==> src/rtl/tm_pkg.sv <==
// Shared definitions for the telemetry serial master: FSM encoding and default timing.
package tm_pkg;

  localparam int unsigned DEF_WORD_W    = 10;
  localparam int unsigned DEF_NUM_WORDS = 52;
  localparam int unsigned DEF_CLK_DIV   = 25;
  localparam int unsigned DEF_LOAD_CYC  = 50;
  localparam int unsigned DEF_SETUP_CYC = 25;
  localparam int unsigned DEF_GAP_CYC   = 50;
  localparam int unsigned IDX_W         = 6;

  typedef enum logic [2:0] {
    ST_IDLE  = 3'd0,
    ST_LOAD  = 3'd1,
    ST_SETUP = 3'd2,
    ST_HI    = 3'd3,
    ST_LO    = 3'd4,
    ST_GAP   = 3'd5,
    ST_DONE  = 3'd6
  } tm_state_e;

  function automatic int unsigned max2(input int unsigned a, input int unsigned b);
    return (a > b) ? a : b;
  endfunction

endpackage

==> src/rtl/tm_data_sync.sv <==
// Two-flop synchronizer bringing the slave's serial Data line into the clk50 domain.
module tm_data_sync (
  input  logic clk50,
  input  logic rst,
  input  logic din,
  output logic dout
);

  logic meta;

  always_ff @(posedge clk50) begin
    if (rst) begin
      meta <= 1'b0;
      dout <= 1'b0;
    end else begin
      meta <= din;
      dout <= meta;
    end
  end

endmodule

==> src/rtl/tm_serial_master.sv <==
// Telemetry serial port master: drives Invload/Gtclk bursts, shifts in Data MSB-first
// and presents each completed word with its index within the frame.
module tm_serial_master
  import tm_pkg::*;
#(
  parameter int unsigned WORD_W    = DEF_WORD_W,
  parameter int unsigned NUM_WORDS = DEF_NUM_WORDS,
  parameter int unsigned CLK_DIV   = DEF_CLK_DIV,
  parameter int unsigned LOAD_CYC  = DEF_LOAD_CYC,
  parameter int unsigned SETUP_CYC = DEF_SETUP_CYC,
  parameter int unsigned GAP_CYC   = DEF_GAP_CYC
) (
  input  logic              clk50,
  input  logic              rst,
  input  logic              start,
  input  logic              abort,
  output logic              Gtclk,
  output logic              Invload,
  input  logic              Data,
  output logic [WORD_W-1:0] word_out,
  output logic              word_valid,
  output logic [IDX_W-1:0]  word_idx,
  output logic              busy,
  output logic              frame_done
);

  localparam int unsigned BIT_W   = (WORD_W > 1) ? $clog2(WORD_W) : 1;
  localparam int unsigned TMR_MAX = max2(max2(CLK_DIV, LOAD_CYC), max2(SETUP_CYC, GAP_CYC));
  localparam int unsigned TMR_W   = (TMR_MAX > 1) ? $clog2(TMR_MAX) : 1;

  tm_state_e         state_q, state_d;
  logic [TMR_W-1:0]  timer_q, timer_d;
  logic [BIT_W-1:0]  bit_q, bit_d;
  logic [IDX_W-1:0]  word_q, word_d;
  logic [WORD_W-1:0] shift_q, shift_d;
  logic              data_s;
  logic              cap;

  tm_data_sync u_sync (
    .clk50 (clk50),
    .rst   (rst),
    .din   (Data),
    .dout  (data_s)
  );

  // Next-state, counter and shift-register logic; the timer restarts on every state change
  always_comb begin
    state_d = state_q;
    timer_d = timer_q + TMR_W'(1);
    bit_d   = bit_q;
    word_d  = word_q;
    shift_d = shift_q;
    cap     = 1'b0;

    unique case (state_q)
      ST_IDLE: begin
        timer_d = '0;
        bit_d   = '0;
        word_d  = '0;
        if (start) state_d = ST_LOAD;
      end
      ST_LOAD: begin
        if (timer_q == TMR_W'(LOAD_CYC - 1)) begin
          state_d = ST_SETUP;
          timer_d = '0;
        end
      end
      ST_SETUP: begin
        if (timer_q == TMR_W'(SETUP_CYC - 1)) begin
          state_d = ST_HI;
          timer_d = '0;
        end
      end
      ST_HI: begin
        // Sample at the end of the high phase, giving the slave's bit time to cross the synchronizer
        if (timer_q == TMR_W'(CLK_DIV - 1)) begin
          state_d = ST_LO;
          timer_d = '0;
          shift_d = WORD_W'({shift_q, data_s});
          cap     = (bit_q == BIT_W'(WORD_W - 1));
        end
      end
      ST_LO: begin
        if (timer_q == TMR_W'(CLK_DIV - 1)) begin
          timer_d = '0;
          if (bit_q == BIT_W'(WORD_W - 1)) begin
            bit_d = '0;
            if (word_q == IDX_W'(NUM_WORDS - 1)) begin
              state_d = ST_DONE;
            end else begin
              state_d = ST_GAP;
              word_d  = word_q + IDX_W'(1);
            end
          end else begin
            bit_d   = bit_q + BIT_W'(1);
            state_d = ST_HI;
          end
        end
      end
      ST_GAP: begin
        if (timer_q == TMR_W'(GAP_CYC - 1)) begin
          state_d = ST_HI;
          timer_d = '0;
        end
      end
      ST_DONE: begin
        state_d = ST_IDLE;
        timer_d = '0;
      end
      default: begin
        state_d = ST_IDLE;
        timer_d = '0;
      end
    endcase

    // Abort beats everything, including a same-cycle start, and drops any partial word
    if (abort) begin
      state_d = ST_IDLE;
      timer_d = '0;
      bit_d   = '0;
      word_d  = '0;
      cap     = 1'b0;
    end
  end

  always_ff @(posedge clk50) begin
    if (rst) state_q <= ST_IDLE;
    else     state_q <= state_d;
  end

  // Counters and outputs; strobes are decoded from the upcoming state so they align with it
  always_ff @(posedge clk50) begin
    if (rst) begin
      timer_q    <= '0;
      bit_q      <= '0;
      word_q     <= '0;
      shift_q    <= '0;
      Gtclk      <= 1'b0;
      Invload    <= 1'b1;
      word_out   <= '0;
      word_valid <= 1'b0;
      word_idx   <= '0;
      busy       <= 1'b0;
      frame_done <= 1'b0;
    end else begin
      timer_q    <= timer_d;
      bit_q      <= bit_d;
      word_q     <= word_d;
      shift_q    <= shift_d;
      Gtclk      <= (state_d == ST_HI);
      Invload    <= (state_d != ST_LOAD);
      busy       <= (state_d != ST_IDLE);
      frame_done <= (state_d == ST_DONE);
      word_valid <= cap;
      if (cap) begin
        word_out <= shift_d;
        word_idx <= word_q;
      end
    end
  end

endmodule

==> config.mk <==
export PLATFORM = sky130hd
export DESIGN_NAME = tm_serial_master
export DESIGN_NICKNAME = d
export VERILOG_FILES = /design/src/rtl/tm_pkg.sv /design/src/rtl/tm_data_sync.sv /design/src/rtl/tm_serial_master.sv
export SDC_FILE = /design/constraint.sdc
export NUM_CORES = 1
export LEC_CHECK = 0
export ABC_CLOCK_PERIOD_IN_PS = 2300
export CORE_UTILIZATION = 55
export DETAILED_ROUTE_END_ITERATION = 10
export PLACE_DENSITY = 0.9
export SLEW_MARGIN = 15
export SYNTH_ARGS = -nofsm -noshare
export SYNTH_HDL_FRONTEND = slang
export SYNTH_HIERARCHICAL = 1
export SYNTH_SLANG_ARGS = --single-unit
==> constraint.sdc <==
create_clock -name clk50 -period 2.3 [get_ports clk50]
set_input_delay 0.46 -clock clk50 [delete_from_list [all_inputs] [get_ports clk50]]
set_output_delay 0.46 -clock clk50 [all_outputs]
set_load 0.05 [all_outputs]
Yosys cells after proc, flatten, opt, wreduce, memory -nomap -nowiden
Index checks and enable logic that the tools add are counted.
Widths: inputs -> output; s select.
- bits in registers: 52
- bits in latches: 0
- RAM bits: 0
- bits in read-only memories: 0
- logic and storage cells: 65
- memories kept: 0
- add/subtract/negate cells: 3
- $mul: 0
- div/mod/pow operators: 0
- order comparisons: 0
- equal/unequal tests: 15
- shifts and indexed selects: 0
- mux-type cells: 25
- bitwise operators: 0
- reduce and logical (&&, ||, !) cells: 8
- operators by type and width (cell ; number):
    $mux 6 ; 5
    $mux 3 ; 8
    $pmux 6 s2 ; 2
    $mux 10 ; 2
    $pmux 3 s6 ; 1
    $add 6x1->6 const B ; 2
    $eq 6x6->1 const B ; 2
    $eq 3x2->1 const B ; 3
    $eq 3x3->1 const B ; 3
    $mux 4 ; 2
    $pmux 4 s2 ; 1
    $eq 6x5->1 const B ; 1
    $ne 2x2->1 const B ; 3
    $add 4x1->4 const B ; 1
    $eq 4x4->1 const B ; 1
    $reduce_and 4->1 ; 1
    $reduce_or 2->1 ; 2
    $eq 3x1->1 const B ; 1
    $logic_not 3->1 ; 1
    $mux 1 ; 3
    $ne 3x1->1 const B ; 1
    $reduce_bool 3->1 ; 1
    $reduce_or 3->1 ; 1
    $mux 2 ; 1
    other kinds (2) ; 2

Longest topological paths before layout
Gate-level depths: netlist of the first run.
- depth in word-level cells: 7
- gate-level depth with buffers: 8
- depth with buffers taken out: 7

Cells and area by module
Netlist of the first run, hierarchy kept.
- modules (own cells, without submodules) (module ; times used ; cells each ; area an instance (um2) ; seq. area each (um2)):
    tm_serial_master ; 1 ; 259 ; 2173.3 ; 980.9
    tm_data_sync ; 1 ; 4 ; 52.6 ; 40.0

Least setup slack after synthesis of the first run
OpenSTA, ideal clock, no wires.
- kind: reg2reg
- from: register timer_q[0]
- to: register word_idx[5]
- data arrival time: 1.595 ns
- required time: 2.174 ns
- setup slack: 0.579 ns
- cell stages (with the launch flop): 9
- path through: dfxtp_1 inv_1 ha_1 inv_1 nor3_1 nand2_1 buf_6 nand2_1 a21oi_2
- word-level cells in the longest chain between the ends: 4
- RTL lines (what ; line ; RTL):
    start: declaration ; tm_serial_master.sv:32 ; logic [TMR_W-1:0] timer_q, timer_d;
    start signal: assignment ; tm_serial_master.sv:146 ; timer_q <= timer_d;
    $eq 6x5->1 ; tm_serial_master.sv:76 ; if (timer_q == TMR_W'(CLK_DIV - 1)) begin
    $mux 1 ; tm_serial_master.sv:76 ;
    $mux 1 ; tm_serial_master.sv:55 ; unique case (state_q)
    $mux 1 ; tm_serial_master.sv:117 ; if (abort) begin
    end signal: assignment ; tm_serial_master.sv:157 ; word_idx <= word_q;
    end: declaration ; tm_serial_master.sv:22 ; output logic [IDX_W-1:0] word_idx,
Every way passes these cells.
A chain may end at the register's enable or synchronous reset.

Worst setup path after layout of the first run
- from: register timer_q[0]
- to: register word_out[8]
- word-level cells in the longest chain between the ends: 4
- elaborated cells between the ends (all ways): 6
- those cells by class: eq/ne (1); mux (5)
- RTL lines (what ; line ; RTL):
    $eq 6x5->1 (*) ; tm_serial_master.sv:76 ;
    $mux 1 ; tm_serial_master.sv:76 ;
    $mux 1 ; tm_serial_master.sv:55 ;
    $mux 1 ; tm_serial_master.sv:117 ;
    end signal: assignment ; tm_serial_master.sv:156 ; word_out <= shift_d;
    end: declaration ; tm_serial_master.sv:20 ; output logic [WORD_W-1:0] word_out,
Mark *: on every way between the ends. The rest lies on a longest branch, timed or not.

==> flow_metrics.env, run 1 <==
export IMPL_final_common_cell="nand2_1"
export IMPL_insertedDiodeCount=0
export IMPL_grt_pass1_wl_microns=7370
export IMPL_holdCritPathClass="reg2reg"
export IMPL_finalClockSkew_ns=0.00898
export IMPL_clk_latency_ns=0.31
export IMPL_synth_top_area_cell="dfxtp_1"
export IMPL_die_w_microns=65.6
export IMPL_synth_cell_types=44
export IMPL_overflow=0
export IMPL_hold_buffers=0
export IMPL_drt_total_wl_microns=4420
export IMPL_power_density_nw_per_um2=609
export IMPL_cts_tree="done"
export IMPL_die_area_sq_um=4310
export IMPL_totalPowerFinal_uw=1580
export IMPL_synthCells=263
export IMPL_io_buffers=25
export IMPL_htreeDepth=2
export IMPL_max_freq_ghz=0.484
export IMPL_slew_violations=0
export IMPL_grt_pass1_vias=1730
export IMPL_cts_resized=0
export IMPL_tightest_slew_ns=0.567
export IMPL_final_util_pct=68.6
export IMPL_period_minus_slack_ns=2.06
export IMPL_core_area_sq_um=3770
export IMPL_drive_gt1_share_pct=6.92
export IMPL_crit_required_ns=2.50
export IMPL_p_leak_uw=0.000872
export IMPL_nets=299
export IMPL_rows=22
export IMPL_critPathMaxFanout=17
export IMPL_post_cts_setup_buffer_count=0
export IMPL_netlist_area_leader_share_pct=45.9
export IMPL_worstSetupStartpointType="flip-flop"
export IMPL_final_cell_mix="nand2_1, dfxtp_1, a21oi_1"
export IMPL_min_period_over_period_pct=89.7
export IMPL_clock_sinks=51
export IMPL_die_y_microns=65.6
export IMPL_finalSetupTns_ns=0
export IMPL_gp_congestion=0.921
export IMPL_dp_slack_ns=0.270
export IMPL_drc=0
export IMPL_worst_endpoint_arrival_ns=2.26
export IMPL_rsz0062_at_grt="false"
export IMPL_path_class="reg2reg"
export IMPL_yosysWarningCount=6
export IMPL_io_pins=26
export IMPL_synth_area_leaders="dfxtp_1, nand2_1, a21oi_1"
export IMPL_drt_vias_per_instance=5.60
export IMPL_path_cells="inv_1 > ha_1 > inv_1 > nor3_1 > nand2_1 > nand2_1 > a21oi_1"
export IMPL_area_growth_pct=16.2
export IMPL_grt_max_degree=29
export IMPL_finalHoldViolCount=0
export IMPL_drt_iter0_markers=139
export IMPL_root_buffer="clkbuf_8"
export IMPL_drv_cap=0
export IMPL_synth_avg_cell_area_sq_um=8.46
export IMPL_setup_violations=0
export IMPL_vdd_drop_max_v=0.000285
export IMPL_hpwl_microns=3030
export IMPL_clock_path_buffers=2
export IMPL_first_pass_iters=4
export IMPL_cp_end_kind="flip-flop"
export IMPL_synth_area_sq_um=2230
export IMPL_cp_slowest_cell="nand2_1"
export IMPL_clkTransAtPathRegs_ns=0.09
export IMPL_grt_usage_pct=22.3
export IMPL_timing_final_ws_setup_ns=0.236
export IMPL_critical_path_max_stage_delay_ns=0.44
export IMPL_synth_async_reset_ratio_pct=0
export IMPL_antenna_found_initial=0
export IMPL_antenna_left=0
export IMPL_vias=1886
export IMPL_outcome="finished, final reports clean"
export IMPL_slew_headroom_pct=62.1
export IMPL_seq_area_frac_synth_pct=45.9
export IMPL_cts_buffers=5
export IMPL_syn_num_nets=274
export IMPL_synth_ff_type="dfxtp_1"
export IMPL_routedWlPerCell_microns=13.1
export IMPL_synth_edf_count=0
export IMPL_initial_core_util_pct=59.0
export IMPL_ys_ff_latch=51
==> power by group <==
group	internal, uW	switching (uW)
logic	20.6	35.5
registers	887	4.18
clock network	324	305
total	1230	344
==> metal layers <==
metal	GRT usage (%)	wire length, microns
met1	26.3	1910
met5	0	0
met4	10.9	118
met2	37.8	2120
met3	5.03	272
==> registers in the layout, summed over array words and instances (netlist names) <==
name         flops
frame_done       1
word_out        10
busy             1
shift_q          9
state_q          3
word_valid       1
word_q           6
Gtclk            1
Invload          1
u_sync/meta      1
word_idx         6
u_sync/dout      1
bit_q            4
timer_q          6
==> final timing paths <==
kind                            depth (start not counted)         from           to  slack [ns]
worst min-delay path                                    2  word_out[6]  word_out[6]        0.46
worst max-delay path                                    7   timer_q[0]  word_out[8]        0.24
worst min register to register                          2  word_out[6]  word_out[6]        0.46
worst max register to register                          7   timer_q[0]  word_out[8]        0.24
==> synth_stat cells (2+ instances only) <==
master / number
nand2_1: 61
dfxtp_1: 51
a21oi_1: 33
nor2_1: 17
o21ai_0: 9
inv_1: 8
nand3_1: 8
nor3_1: 8
ha_1: 6
nor2b_1: 5
nand3b_1: 4
xnor2_1: 4
xor2_1: 4
a31oi_1: 3
buf_6: 3
nand4_1: 3
or3_1: 3
a211oi_1: 2
a21oi_2: 2
and3_1: 2
buf_2: 2
o31ai_1: 2
or2_2: 2
==> critical path: cells and delay by family, from the launching register on <==
family	cells	cell delay [ns]
adder cells (fa/ha/maj)	1	0.28
AO/OA/AOI/OAI	1	0.09
AND/OR/NAND/NOR	3	0.99
flip-flops	1	0.36
buffers and inverters	2	0.23
==> cells by family after synthesis <==
family	Yosys count	share of synthesized area (%)
compound gates	57	15.3
flops	51	45.9
fa+ha+maj	6	3.37
xor+xnor	8	3.15
simple gates	122	26.9
buf+inv	19	5.45
==> stage by stage <==
stage | hold WS [ns] | instances | cell area, sq um
detailed placement | 0.440 | 329 | 2470
CTS | 0.462 | 337 | 2590
global placement | 0.441 | 329 | 2470
floorplan | 0.414 | 263 | 2230
global route | 0.478 | 337 | 2590
finish | 0.458 | 337 | 2590
==> area by class of cell <==
class	instances	area (sq um)
multi-input cells	193	1080
repair buffers	29	280
flip-flops and latches	51	1020
fillers	306	1180
well taps	48	60.1
clock inverters	3	43.8
inverters	8	30.0
clock buffers	5	68.8
No activity file was read; power rests on OpenSTA's default activity.
==> inputs of run 2 (changes only) <==
- SKIP_LAST_GASP: default -> 1
==> results of run 2 <==
Final layout, timing and power as in run 1 (identical DEF).
